### src/rtl/rcosc_mon_pkg.sv
// Shared types and default constants for the RC oscillator frequency monitor.
package rcosc_mon_pkg;

  typedef enum logic [1:0] {StIdle, StArm, StMeasure, StLost} state_e;

  localparam int unsigned DEF_OSC_PERIODS  = 16;
  localparam int unsigned DEF_COUNT_W      = 16;
  localparam int unsigned DEF_EXP_MIN      = 760;
  localparam int unsigned DEF_EXP_MAX      = 840;
  localparam int unsigned DEF_LOSS_TIMEOUT = 200;

  localparam int unsigned CLK_FREQ_HZ         = 50_000_000;
  localparam int unsigned OSC_FREQ_HZ         = 1_000_000;
  localparam int unsigned NOM_OSC_PERIOD_CLKS = CLK_FREQ_HZ / OSC_FREQ_HZ;

  function automatic logic in_window(input int unsigned val, input int unsigned lo,
                                     input int unsigned hi);
    return (val >= lo) && (val <= hi);
  endfunction

endpackage

### src/rtl/osc_edge_sync.sv
// Two-flop synchroniser plus a delay flop; emits a one-cycle pulse per rising edge
// of an asynchronous input.
module osc_edge_sync (
  input  logic i_clk,
  input  logic i_rst_n,
  input  logic i_async,
  output logic o_rise
);

  // r_sync[0], r_sync[1]: synchroniser; r_sync[2]: delayed copy for edge detection
  logic [2:0] r_sync;

  always_ff @(posedge i_clk or negedge i_rst_n) begin
    if (!i_rst_n) begin
      r_sync <= '0;
    end else begin
      r_sync <= {r_sync[1:0], i_async};
    end
  end

  assign o_rise = r_sync[1] & ~r_sync[2];

endmodule

### src/rtl/rcosc_freq_monitor.sv
// Measures the RC oscillator against CLK over a fixed number of oscillator periods and
// flags in-range, out-of-range and lost-clock conditions.
module rcosc_freq_monitor
  import rcosc_mon_pkg::*;
#(
  parameter int unsigned OSC_PERIODS  = DEF_OSC_PERIODS,
  parameter int unsigned COUNT_W      = DEF_COUNT_W,
  parameter int unsigned EXP_MIN      = DEF_EXP_MIN,
  parameter int unsigned EXP_MAX      = DEF_EXP_MAX,
  parameter int unsigned LOSS_TIMEOUT = DEF_LOSS_TIMEOUT
) (
  input  logic               CLK,
  input  logic               RESETN,
  input  logic               EN,
  input  logic               OSC_IN,
  output logic [COUNT_W-1:0] MEAS_COUNT,
  output logic               MEAS_VALID,
  output logic               FREQ_OK,
  output logic               FREQ_ERR,
  output logic               CLK_LOST
);

  localparam int unsigned        EDGE_W    = $clog2(OSC_PERIODS + 1);
  localparam logic [COUNT_W-1:0] CNT_MAX   = '1;
  localparam logic [COUNT_W-1:0] GAP_LIMIT = COUNT_W'(LOSS_TIMEOUT);
  localparam logic [EDGE_W-1:0]  EDGE_LAST = EDGE_W'(OSC_PERIODS - 1);

  state_e             r_state, w_state_d;
  logic [COUNT_W-1:0] r_win_cnt, w_win_d, r_gap_cnt, w_gap_d, r_meas_count, w_count_d;
  logic [EDGE_W-1:0]  r_edge_cnt, w_edge_d;
  logic               r_pend, w_pend_d, r_meas_valid, w_valid_d;
  logic               r_freq_ok, w_ok_d, r_freq_err, w_err_d;
  logic               w_edge, w_terminal, w_timeout;
  logic [COUNT_W-1:0] w_gap_inc, w_win_inc;

  osc_edge_sync u_sync (
    .i_clk   (CLK),
    .i_rst_n (RESETN),
    .i_async (OSC_IN),
    .o_rise  (w_edge)
  );

  assign w_gap_inc  = (r_gap_cnt == CNT_MAX) ? r_gap_cnt : r_gap_cnt + COUNT_W'(1);
  assign w_win_inc  = (r_win_cnt == CNT_MAX) ? r_win_cnt : r_win_cnt + COUNT_W'(1);
  assign w_terminal = (r_state == StMeasure) && w_edge && (r_edge_cnt == EDGE_LAST);
  // An edge arriving in the timeout cycle wins over the loss transition
  assign w_timeout  = !w_edge && (w_gap_inc == GAP_LIMIT);

  always_ff @(posedge CLK or negedge RESETN) begin
    if (!RESETN) begin
      r_state <= StIdle;
    end else begin
      r_state <= w_state_d;
    end
  end

  always_comb begin
    w_state_d = r_state;
    case (r_state)
      StIdle:           if (EN) w_state_d = StArm;
      StArm, StMeasure: begin
        if (w_edge)         w_state_d = StMeasure;
        else if (w_timeout) w_state_d = StLost;
      end
      StLost:           if (w_edge) w_state_d = StMeasure;
      default:          w_state_d = StIdle;
    endcase
    if (!EN) w_state_d = StIdle;
  end

  always_comb begin
    w_win_d   = r_win_cnt;
    w_edge_d  = r_edge_cnt;
    w_gap_d   = '0;
    w_count_d = r_meas_count;
    w_pend_d  = 1'b0;
    w_valid_d = 1'b0;
    w_ok_d    = r_freq_ok;
    w_err_d   = r_freq_err;
    if (w_state_d == StIdle) begin
      w_win_d  = '0;
      w_edge_d = '0;
      w_ok_d   = 1'b0;
      w_err_d  = 1'b0;
    end else if (w_state_d == StLost) begin
      w_ok_d  = 1'b0;
      w_err_d = 1'b1;
    end else begin
      if (r_pend) begin
        w_valid_d = 1'b1;
        w_ok_d    = in_window(32'(r_meas_count), EXP_MIN, EXP_MAX);
        w_err_d   = !w_ok_d;
      end
      if (w_edge) w_gap_d = COUNT_W'(1);
      else if (r_state == StArm || r_state == StMeasure) w_gap_d = w_gap_inc;
      if (w_edge && (r_state == StArm || r_state == StLost)) begin
        w_win_d  = COUNT_W'(1);
        w_edge_d = '0;
      end else if (r_state == StMeasure) begin
        w_win_d = w_win_inc;
        if (w_terminal) begin
          // Terminal edge doubles as the next window's start edge
          w_count_d = r_win_cnt;
          w_pend_d  = 1'b1;
          w_edge_d  = '0;
          w_win_d   = COUNT_W'(1);
        end else if (w_edge) begin
          w_edge_d = r_edge_cnt + EDGE_W'(1);
        end
      end
    end
  end

  always_ff @(posedge CLK or negedge RESETN) begin
    if (!RESETN) begin
      r_win_cnt    <= '0;
      r_edge_cnt   <= '0;
      r_gap_cnt    <= '0;
      r_meas_count <= '0;
      r_pend       <= 1'b0;
      r_meas_valid <= 1'b0;
      r_freq_ok    <= 1'b0;
      r_freq_err   <= 1'b0;
    end else begin
      r_win_cnt    <= w_win_d;
      r_edge_cnt   <= w_edge_d;
      r_gap_cnt    <= w_gap_d;
      r_meas_count <= w_count_d;
      r_pend       <= w_pend_d;
      r_meas_valid <= w_valid_d;
      r_freq_ok    <= w_ok_d;
      r_freq_err   <= w_err_d;
    end
  end

  always_comb begin
    MEAS_COUNT = r_meas_count;
    MEAS_VALID = r_meas_valid;
    FREQ_OK    = r_freq_ok;
    FREQ_ERR   = r_freq_err;
    CLK_LOST   = (r_state == StLost);
  end

endmodule
### config.mk
export PLATFORM = sky130hd
export DESIGN_NAME = rcosc_freq_monitor
export DESIGN_NICKNAME = d
export VERILOG_FILES = /design/src/rtl/rcosc_mon_pkg.sv /design/src/rtl/osc_edge_sync.sv /design/src/rtl/rcosc_freq_monitor.sv
export SDC_FILE = /design/constraint.sdc
export NUM_CORES = 1
export LEC_CHECK = 0
export CELL_PAD_IN_SITES_DETAIL_PLACEMENT = 1
export CELL_PAD_IN_SITES_GLOBAL_PLACEMENT = 1
export CORE_MARGIN = 3
export CORE_UTILIZATION = 35
export CTS_CLUSTER_DIAMETER = 150
export DETAILED_ROUTE_END_ITERATION = 8
export GPL_TIMING_DRIVEN = 1
export PLACE_DENSITY_LB_ADDON = 0.1
export SYNTH_ARGS = -nofsm -noshare
export SYNTH_HDL_FRONTEND = slang
export SYNTH_HIERARCHICAL = 1
export SYNTH_SLANG_ARGS = --single-unit
### constraint.sdc
create_clock -name CLK -period 3.7 [get_ports CLK]
set_input_delay 0.37 -clock CLK [delete_from_list [all_inputs] [get_ports CLK]]
set_output_delay 0.37 -clock CLK [all_outputs]
set_load 0.01 [all_outputs]
Word level (Yosys, flattened, before mapping)
Index checks and enable logic that the tools add are counted.
- multiplexer cells: 36
- bitwise operators: 5
- equal/unequal tests: 10
- magnitude comparators: 2
- reductions and logical operators: 18
- $add $sub $neg: 3
- operator list (cell ; number):
    16-bit two-way mux ; 11
    16-bit by 1-bit adder with 16-bit output, second input constant ; 2
    16-bit == test, second input constant ; 2
    5-bit two-way mux ; 6
    16-bit by 8-bit == test with 1-bit output, second input constant ; 1
    16-bit by 10-bit >= comparator with 1-bit output, second input constant ; 1
    16-bit by 10-bit less-or-equal comparator with 1-bit output, second input constant ; 1
    1-bit two-way mux ; 14
    2-bit two-way mux ; 4
    2-bit == test, second input constant ; 3
    2-bit case mux with 3 select lines ; 1
    3-bit AND reduction ; 2
    3-bit nonzero test ; 2
    5-bit by 1-bit adder with 5-bit output, second input constant ; 1
    5-bit by 4-bit == test with 1-bit output, second input constant ; 1
    1-bit logical AND ; 5
    5-bit AND reduction ; 1
    2-bit logical NOT ; 2
    4-bit by 2-bit inequality test with 1-bit output, second input constant ; 1
    1-bit NOT ; 4
    4-bit nonzero test ; 1
    2-bit by 1-bit == test with 1-bit output, second input constant ; 1
    1-bit logical NOT ; 2
    1-bit logical OR ; 2
    other kinds (3) ; 3
- word-level logic and storage cells: 84
- output and inout bits: 20
- bits in registers: 62

Logic depth before layout (Yosys ltp)
Gate-level depths: netlist (run 1).
- depth after elaboration: 11
- gate-level depth with buffers: 13
- gate-level depth less buffers: 11

Modules after synthesis
Netlist (run 1), hierarchy kept.
- by module, submodules not included (module ; seq. area each (sq um) ; cells each ; instances ; area each (sq um)):
    rcosc_freq_monitor ; 1476.4 ; 369 ; 1 ; 3389.5
    osc_edge_sync ; 75.1 ; 4 ; 1 ; 88.8

Worst setup path before layout (run 1)
No wires, ideal clock.
- path type: reg-to-reg
- from: reg r_gap_cnt[4]
- to: reg r_gap_cnt[11]
- setup slack: 596 ps
- cell stages (with the launch flop): 13
- data required time: 3630 ps
- arrival time: 3034 ps
- library setup time: 70 ps
- clock period less this slack: 3104 ps
- buffers on the path: 3
- cell sequence: dfrtp_1 buf_4 nand4_1 nor4_1 mux2i_1 nor4b_1 a311oi_1 o211a_4 or2_4 or3b_1 buf_6 buf_12 nor2_4
- cells in the longest elaborated chain, start to end: 11
- elaborated cells on any way between the ends: 15
- classes of those cells: add/sub: 1; eq/ne: 3; mux: 9; reduce/logical: 2
- RTL lines (item ; RTL line ; RTL):
    start: declaration ; rcosc_freq_monitor.sv:29 ; logic [COUNT_W-1:0] r_win_cnt, w_win_d, r_gap_cnt, w_gap_d, r_meas_count, w_count_d;
    start signal: assignment ; rcosc_freq_monitor.sv:127 ; r_gap_cnt <= w_gap_d;
    16-bit by 1-bit adder with 16-bit output or 16-bit == test (tied branches) ; rcosc_freq_monitor.sv:43 ; assign w_gap_inc = (r_gap_cnt == CNT_MAX) ? r_gap_cnt : r_gap_cnt + COUNT_W'(1);
    16-bit two-way mux (*) ; rcosc_freq_monitor.sv:43 ;
    16-bit by 8-bit == test with 1-bit output ; rcosc_freq_monitor.sv:47 ; assign w_timeout = !w_edge && (w_gap_inc == GAP_LIMIT);
    1-bit logical AND ; rcosc_freq_monitor.sv:47 ;
    2-bit two-way mux ; rcosc_freq_monitor.sv:63 ; else if (w_timeout) w_state_d = StLost;
    2-bit two-way mux ; rcosc_freq_monitor.sv:62 ; if (w_edge) w_state_d = StMeasure;
    2-bit case mux with 3 select lines ; rcosc_freq_monitor.sv:59 ; case (r_state)
    2-bit two-way mux ; rcosc_freq_monitor.sv:68 ; if (!EN) w_state_d = StIdle;
    2-bit == test ; rcosc_freq_monitor.sv:85 ; end else if (w_state_d == StLost) begin
    16-bit two-way mux ; rcosc_freq_monitor.sv:85 ;
    16-bit two-way mux (*) ; rcosc_freq_monitor.sv:80 ; if (w_state_d == StIdle) begin
    via w_gap_d[11] ; rcosc_freq_monitor.sv:29 ;
The timed path passes the listed nets; every way through them passes the cells marked *.
A chain may end at the register's enable or synchronous reset.

Final worst setup path (run 1)
- from: reg r_gap_cnt[0]
- to: reg r_gap_cnt[10]
The elaborated chain is that of the path after synthesis.

==> results.yml, run 1 <==
status:
  outcome: "finished, final reports clean"
job:
  maxCapViolations: 0
worst_setup_path:
  cp_slowest_cell: "dfrtp_1"
  cp_max_fo: 7
  rr_endpoint: "r_gap_cnt[10]$_DFF_PN0_"
  worst-path-buf-inv: 1
  start_kind: "flop"
  r2r_start: "r_gap_cnt[0]$_DFF_PN0_"
  arrival_ns: 3.71
  cpLargestDelayFamily: "simple AND/OR/NAND/NOR gates"
  critical_path_required_ns: 3.97
  cp-end-kind: "flop"
  crit_type: "reg2reg"
  slowest_delay_ns: 0.44
  cp_num_cells: 11
  ff2ff_setup_slack_ns: 0.26
  rr_worst_depth: 11
  path_cells: "ha_1 > and3_2 > nand2_1 > o31ai_1 > nor4b_4 > a311oi_1 > o211a_4 > or2_4 > or3b_1 > buf_4 > nor3_2"
placement:
  portBuffers: 23
  gp_congestion: 0.816
  dp_hpwl_um: 6520
  dp_cells: 523
clock_tree:
  ctsHtreeMaxLevel: 3
  clk_latency_ns: 0.35
  cts_made_buffers: 9
  cts_hold_buf: 0
  cts_root_buffer: "clkbuf_8"
  clk_pin_slew_ns: 0.08
  clockBufferDepth: 2
  cts_tree: "built"
  cts_num_sinks: 62
  postCtsSetupRepairBufs: 0
yosys:
  synth_top_area_cell: "dfrtp_1"
  synthCells: 373
  synthTopCellsByCount: "78 x nand2_1, 62 x dfrtp_1, 23 x nor2_1, 20 x nand3_1, 14 x a21oi_1"
  yosysTopAreaCellShare: 0.446
  seq_area_frac_synth: 0.446
  yosys-top-cells-area: "dfrtp_1 45%, nand2_1 8.4%, nand3_1 2.9%, o31ai_2 2.5%, nor2_1 2.5%"
  synth_edf_count: 0
  syn_area_per_cell_um2: 9.33
  yosysMostFrequentCell: "nand2_1"
  async_flop_share: 1.00
  synth_cell_type_count: 61
  yosys_warnings: 6
  synth-seq-cells: 62
  syn_nets: 383
  netlist_area_um2: 3480
  synth_ff_type: "dfrtp_1"
drt:
  postRouteAntennaNets: 0
  drt-initial-drc-count: 105
  finalWirelength_um: 9080
  drc_errors: 0
  drtPass1Iterations: 4
  vias: 2900
  via_per_inst: 5.38
  wl_per_cell_um: 16.8
sta:
  fin_skew_ns: 0.0120
  tns_ns: 0
  tightest_slew_ns: 1.01
  finalCritPeriodShare: 0.930
  max_freq_mhz: 291
  relSlewSlack: 0.326
  whs_ns: 0.194
  setup_viol: 0
  finalHoldViolCount: 0
  drv_slew: 0
  min_period_ns: 3.44
  rsz0062_at_grt: "false"
global_route:
  grt_pass1_vias: 3004
  grt_max_degree: 43
  track_usage: 0.176
  antenna_found_initial: 0
  grt_pass1_wl_um: 15600
  grt_overflow: 0
power_and_ir_drop:
  leakagePower_nw: 1.70
  powerDensity_nw_per_um2: 345
  ir_worst_vdd_mv: 0.149
  total_power_mw: 1.39
final_layout:
  fillers: 1150
  diodes: 0
  layout.nets: 415
  utilization: 0.427
  fin_cells: 539
  seq_area_um2: 1550
  multiInputGateArea_um2: 1780
  drive_gt1_frac: 0.154
  area_growth_pct: 16.2
floorplan:
  ioPinCount: 24
  core_um2: 9460
  rows: 35
  fp.dieH_um: 106
  die-area_um2: 11200
  initial_core_util: 0.368
  die_w_um: 106
min_path:
  hold_class: "in2async"
==> kinds of logic (layout without fill, tap and decap cells) <==
logic type,count (synthesis),after routing,share of synthesized area
compound gates,74,74,0.160
flops,62,62,0.446
xor+xnor,7,7,0.0176
mux,2,2,0.00576
buf+inv,24,61,0.0435
simple gates,198,198,0.305
fa+ha+maj,6,6,0.0216
==> what timing repair did <==
action / CTS / global route
endpoints found under the setup margin: 0 / 15
resized for setup: 0 / 2
endpoints found under the hold margin: 0 / 0
==> sequential cells by signal (all words and copies together) (netlist names) <==
name	cells
r_gap_cnt	16
u_sync/r_sync	3
FREQ_ERR	1
r_pend	1
r_edge_cnt	5
MEAS_COUNT	16
r_state	2
r_win_cnt	16
FREQ_OK	1
MEAS_VALID	1
==> worst max-delay path by stage <==
stage                                    endpoint  slack (ns)                    from
final                     r_gap_cnt[10]$_DFF_PN0_        0.26  r_gap_cnt[0]$_DFF_PN0_
after global routing      r_gap_cnt[12]$_DFF_PN0_       0.003  r_gap_cnt[0]$_DFF_PN0_
after CTS                 r_gap_cnt[12]$_DFF_PN0_        0.18  r_gap_cnt[0]$_DFF_PN0_
after detailed placement  r_gap_cnt[12]$_DFF_PN0_        0.20  r_gap_cnt[0]$_DFF_PN0_
after global placement    r_gap_cnt[10]$_DFF_PN0_        0.33  r_gap_cnt[0]$_DFF_PN0_
after floorplan           r_gap_cnt[11]$_DFF_PN0_        0.60  r_gap_cnt[4]$_DFF_PN0_
==> layout by cell type (no fill, tap or decap), drive strengths merged, types with 3 or more instances in the layout <==
cell / n
xor2: 5
or2: 6
and3: 7
a2bb2oi: 8
ha: 6
nand4: 11
a31oi: 5
clkbuf: 9
clkinv: 5
inv: 9
buf: 15
o31a: 3
or3: 4
o21bai: 3
o31ai: 15
and2: 4
nor3: 14
nor2: 33
o2bb2ai: 3
nand2: 78
a21oi: 14
dfrtp: 62
clkdlybuf4s50: 22
nand3: 20
nor4: 3
o21ai: 12
and4: 4
==> power by group <==
group,total [mW],internal [mW],switching [mW],leakage (nW)
registers,0.695,0.684,0.0104,0.858
clock network,0.534,0.243,0.291,0.0894
logic,0.165,0.0629,0.102,0.750
==> cell type report <==
cell class	instances	area share
Multi-Input combinational cell	287	0.441
Sequential cell	62	0.384
Timing Repair Buffer	37	0.0848
Tap cell	129	0.0399
Clock buffer	9	0.0307
Clock inverter	7	0.0121
Inverter	8	0.00743
==> per-layer routing <==
| layer | vias up | wire, um | track usage |
|---|---|---|---|
| li1 | 1399 | - | - |
| met1 | 1444 | 4430 | 0.243 |
| met2 | 48 | 4170 | 0.278 |
| met3 | 9 | 366 | 0.0343 |
| met4 | 0 | 110 | 0.0583 |
| met5 | - | 0 | 0 |
==> metrics by stage <==
stage	cell area, um2	setup WS (ns)
detailed placement	3860	0.196
CTS	4030	0.183
floorplan	3480	0.596
global route	4040	0.00269
global placement	3860	0.335
finish	4040	0.258
(Power assumes the default switching activity.)
==> inputs of run 2 (changes only) <==
Settings changed: CELL_PAD_IN_SITES_DETAIL_PLACEMENT 1 to 0, CORE_UTILIZATION 35 to 46.
==> run 2 against run 1 <==
Against the previous run: wire length fell by 16%; global-route usage rose by 1.8 points; setup slack improved by 0.044 ns; clock-buffer cell count did not move; core utilization rose by 12 points; sequential share of layout area rose by 0.26 points; register-to-register slack improved by 0.04 ns; non-clock buffer count fell by 1; via count fell by 2.3%; cell count fell by 5.8%; critical path type unchanged.
==> results.yml, run 2 (synthesis results as in run 1) <==
floorplan:
  die_w_um: 93.0
  ioPinCount: 24
  fp.dieH_um: 93.0
  rows: 31
  core_um2: 7290
  initial_core_util: 0.477
  die-area_um2: 8640
sta:
  rsz0062_at_grt: "false"
  fin_skew_ns: 0.0130
  tns_ns: 0
  tightest_slew_ns: 0.900
  max_freq_mhz: 294
  whs_ns: 0.153
  relSlewSlack: 0.400
  setup_viol: 0
  finalHoldViolCount: 0
  finalCritPeriodShare: 0.918
  min_period_ns: 3.40
  setup_slack_ns: 0.302
  drv_slew: 0
worst_setup_path:
  start_kind: "flop"
  crit_type: "reg2reg"
  rr_worst_depth: 11
  rr_endpoint: "r_gap_cnt[4]$_DFF_PN0_"
  arrival_ns: 3.65
  critical_path_required_ns: 3.95
  r2r_start: "r_gap_cnt[0]$_DFF_PN0_"
  cp-end-kind: "flop"
  ff2ff_setup_slack_ns: 0.30
  cp_max_fo: 15
global_route:
  track_usage: 0.195
  grt_pass1_wl_um: 13400
  antenna_found_initial: 0
  grt_pass1_vias: 2747
  grt_max_degree: 41
  grt_overflow: 0
drt:
  drtPass1Iterations: 4
  drc_errors: 0
  wl_per_cell_um: 15.1
  postRouteAntennaNets: 0
  drt-initial-drc-count: 132
  via_per_inst: 5.57
  finalWirelength_um: 7660
  vias: 2832
clock_tree:
  cts_made_buffers: 9
  clk_latency_ns: 0.34
  clk_pin_slew_ns: 0.08
  ctsResizeCount: 0
  clockBufferDepth: 2
  cts_num_sinks: 62
  cts_root_buffer: "clkbuf_8"
  cts_hold_buf: 0
  cts_tree: "built"
  postCtsSetupRepairBufs: 0
  ctsHtreeMaxLevel: 3
final_layout:
  layout_commonest_cell: "nand2_1"
  finalInstanceArea_um2: 4010
  area_growth_pct: 15.4
  utilization: 0.550
  layout.nets: 414
  fillers: 710
  final_cell_mix: "78 x nand2_1, 62 x dfrtp_1, 23 x nor2_1, 22 x clkdlybuf4s50_1, 20 x nand3_1"
  diodes: 0
  drive_gt1_frac: 0.154
placement:
  portBuffers: 23
  gp_congestion: 0.879
  post-place-ws_ns: 0.159
  dp_hpwl_um: 5410
  post_dp_cell_area_um2: 3830
power_and_ir_drop:
  ir_worst_vdd_mv: 0.259
  leakagePower_nw: 1.70
  powerDensity_nw_per_um2: 344
min_path:
  hold_class: "in2async"
job:
  maxCapViolations: 0
status:
  outcome: "finished, final reports clean"
[run 2: cell type report]
class | instances | area [um2] | area share
well taps | 99 | 124 | 0.0309
repair buffers | 36 | 348 | 0.0867
multi-input cells | 287 | 1790 | 0.445
inverters | 8 | 30.0 | 0.00748
clock buffers | 9 | 124 | 0.0309
flip-flops and latches | 62 | 1550 | 0.387
clock inverters | 7 | 48.8 | 0.0122
[run 2: worst max path at each step]
stage	slack [ns]	endpoint	cells past startpoint	from
2_1_floorplan	0.60	r_gap_cnt[11]$_DFF_PN0_	12	r_gap_cnt[4]$_DFF_PN0_
3_3_place_gp	0.31	r_gap_cnt[4]$_DFF_PN0_	12	r_gap_cnt[0]$_DFF_PN0_
3_5_place_dp	0.16	r_gap_cnt[4]$_DFF_PN0_	11	r_gap_cnt[0]$_DFF_PN0_
4_1_cts	0.16	r_gap_cnt[4]$_DFF_PN0_	11	r_gap_cnt[0]$_DFF_PN0_
5_1_grt	0.006	r_gap_cnt[4]$_DFF_PN0_	12	r_gap_cnt[0]$_DFF_PN0_
6_report	0.30	r_gap_cnt[4]$_DFF_PN0_	11	r_gap_cnt[0]$_DFF_PN0_
[run 2: power by group]
part	switching, mW	total, mW	internal [mW]	leakage [nW]
Clock	0.283	0.528	0.245	0.0898
Combinational	0.0962	0.158	0.0614	0.756
Sequential	0.00963	0.694	0.684	0.858
Total	0.389	1.38	0.990	1.70
[run 2: metrics by stage]
step | std cells | total power [mW]
final | 508 | 1.38
after detailed placement | 492 | 0.868
after global placement | 492 | 0.867
after global routing | 508 | 1.45
after floorplan | 373 | 0.812
after CTS | 508 | 1.40
[run 2: per-layer routing]
layer / vias to the layer above / share of wire / global-route usage
met2: 60 / 0.43 / 0.285
met5: - / 0 / 0
met3: 9 / 0.043 / 0.0422
met4: 0 / 0.013 / 0.0476
li1: 1406 / - / -
met1: 1357 / 0.51 / 0.293
[run 2: worst max-delay path, cell delays in order (launching register included)]
cell and delay (ns):
dfrtp_1 0.44, ha_1 0.27, and3_2 0.30, nand2_1 0.16, o31ai_2 0.31, nor4b_4 0.29
a311oi_1 0.18, o211a_4 0.31, or2_4 0.24, or3b_1 0.42, buf_12 0.19, a211oi_2 0.19
==> inputs of run 3 (changes only) <==
Settings changed: CAP_MARGIN from default to 20, PLACE_DENSITY from default to 0.8, PLACE_DENSITY_LB_ADDON 0.1 to default.
Clock period 3.7 ns to 3.9 ns, I/O delays scaled along.
==> run 3 against run 2 <==
Against the previous run: register-to-register slack improved by 0.07 ns; worst hold slack better by 0.031 ns; clock power grew 12%; clock-buffer cell count rose by 3; die area is the same; sequential power down 5.2%; power up 0.35%; cell area is 1.3% lower; via count decreased by 1.1%; sequential share of layout area is 0.53 points higher; largest power group unchanged; highest routed layer unchanged.
==> results.yml, run 3 (synthesis results as in run 1) <==
status:
  outcome: "finished, final reports clean"
sta:
  max_freq_mhz: 284
  finalHoldViolCount: 0
  relSlewSlack: 0.400
  fin_skew_ns: 0.00791
  tns_ns: 0
  min_period_ns: 3.52
  setup_slack_ns: 0.376
  finalCritPeriodShare: 0.904
  drv_slew: 0
  setup_viol: 0
  rsz0062_at_grt: "false"
  tightest_slew_ns: 0.899
clock_tree:
  cts_num_sinks: 62
  clk_latency_ns: 0.33
  clk_pin_slew_ns: 0.07
  postCtsSetupRepairBufs: 0
  ctsResizeCount: 0
  ctsHtreeMaxLevel: 3
  cts_tree: "built"
  cts_made_buffers: 9
  clockBufferDepth: 2
  cts_hold_buf: 0
  cts_root_buffer: "clkbuf_8"
worst_setup_path:
  rr_worst_depth: 11
  rr_endpoint: "r_gap_cnt[4]$_DFF_PN0_"
  r2r_start: "r_gap_cnt[0]$_DFF_PN0_"
  arrival_ns: 3.77
  cp_max_fo: 15
  crit_type: "reg2reg"
  critical_path_required_ns: 4.15
  cp-end-kind: "flop"
  start_kind: "flop"
  ff2ff_setup_slack_ns: 0.38
drt:
  finalWirelength_um: 7390
  postRouteAntennaNets: 0
  drc_errors: 0
  wl_per_cell_um: 14.8
  via_per_inst: 5.60
  drt-initial-drc-count: 139
  vias: 2800
  drtPass1Iterations: 4
final_layout:
  area_growth_pct: 13.8
  layout.nets: 406
  fillers: 707
  seq_area_um2: 1550
  drive_gt1_frac: 0.130
  layout_commonest_cell: "nand2_1"
  multiInputGateArea_um2: 1780
  finalInstanceArea_um2: 3960
  final_cell_mix: "78 x nand2_1, 62 x dfrtp_1, 23 x nor2_1, 22 x clkdlybuf4s50_1, 20 x nand3_1"
  diodes: 0
  utilization: 0.543
power_and_ir_drop:
  total_power_mw: 1.38
  leakagePower_nw: 1.66
  ir_worst_vdd_mv: 0.178
  powerDensity_nw_per_um2: 349
global_route:
  grtUsageMet2: 0.268
  grt_pass1_vias: 2575
  grt_max_degree: 41
  grtUsageMet1: 0.273
  grt_pass1_wl_um: 12600
  antenna_found_initial: 0
  grt-busiest-layer: "met1"
  grt_use_met3: 0.0301
  track_usage: 0.184
  grt_overflow: 0
floorplan:
  die-area_um2: 8640
  core_um2: 7290
  ioPinCount: 24
  fp.dieH_um: 93.0
  die_w_um: 93.0
  initial_core_util: 0.477
  rows: 31
placement:
  portBuffers: 23
  post-place-ws_ns: 0.253
  post_dp_cell_area_um2: 3740
  gp_congestion: 0.902
  dp_hpwl_um: 5240
job:
  maxCapViolations: 0
min_path:
  hold_class: "in2async"
-- run 3: layout make-up --
class,count,area share
multi-input cells,287,0.450
flip-flops and latches,62,0.392
repair buffers,28,0.0664
clock buffers,12,0.0392
well taps,99,0.0313
clock inverters,4,0.0139
inverters,8,0.00758
-- run 3: worst max-delay path: stages, from the launching register on --
cell	delay (ns)
dfrtp_1	0.44
ha_1	0.28
and3_1	0.36
nand2_1	0.18
o31ai_1	0.33
nor4b_4	0.31
a311oi_1	0.18
o211a_4	0.31
or2_4	0.24
or3b_1	0.37
buf_4	0.24
a211oi_2	0.22
-- run 3: worst max path at each step --
stage,end,start,cells after the start,slack (ns)
2_1_floorplan,r_gap_cnt[11]$_DFF_PN0_,r_gap_cnt[4]$_DFF_PN0_,12,0.80
3_3_place_gp,r_gap_cnt[4]$_DFF_PN0_,r_gap_cnt[4]$_DFF_PN0_,10,0.31
3_5_place_dp,r_gap_cnt[4]$_DFF_PN0_,r_gap_cnt[4]$_DFF_PN0_,10,0.25
4_1_cts,r_gap_cnt[4]$_DFF_PN0_,r_gap_cnt[4]$_DFF_PN0_,10,0.21
5_1_grt,r_win_cnt[9]$_DFFE_PN0P_,r_gap_cnt[4]$_DFF_PN0_,9,0.14
6_report,r_gap_cnt[4]$_DFF_PN0_,r_gap_cnt[0]$_DFF_PN0_,11,0.38
-- run 3: where the power goes --
| part | total (mW) | internal [mW] | switching, mW |
|---|---|---|---|
| logic | 0.137 | 0.0483 | 0.0884 |
| registers | 0.658 | 0.649 | 0.00915 |
| clock network | 0.589 | 0.333 | 0.256 |
| total | 1.38 | 1.03 | 0.354 |
-- run 3: routing by layer --
metal	up-vias	wire length, um
met4	0	85
met3	8	249
met2	59	3320
li1	1392	-
met1	1341	3730
met5	-	0
-- run 3: stage by stage --
step                      cells  hold WS (ns)
after global placement      484         0.333
after CTS                   500         0.208
after global routing        500         0.247
after floorplan             373        0.0944
after detailed placement    484         0.336
final                       500         0.184
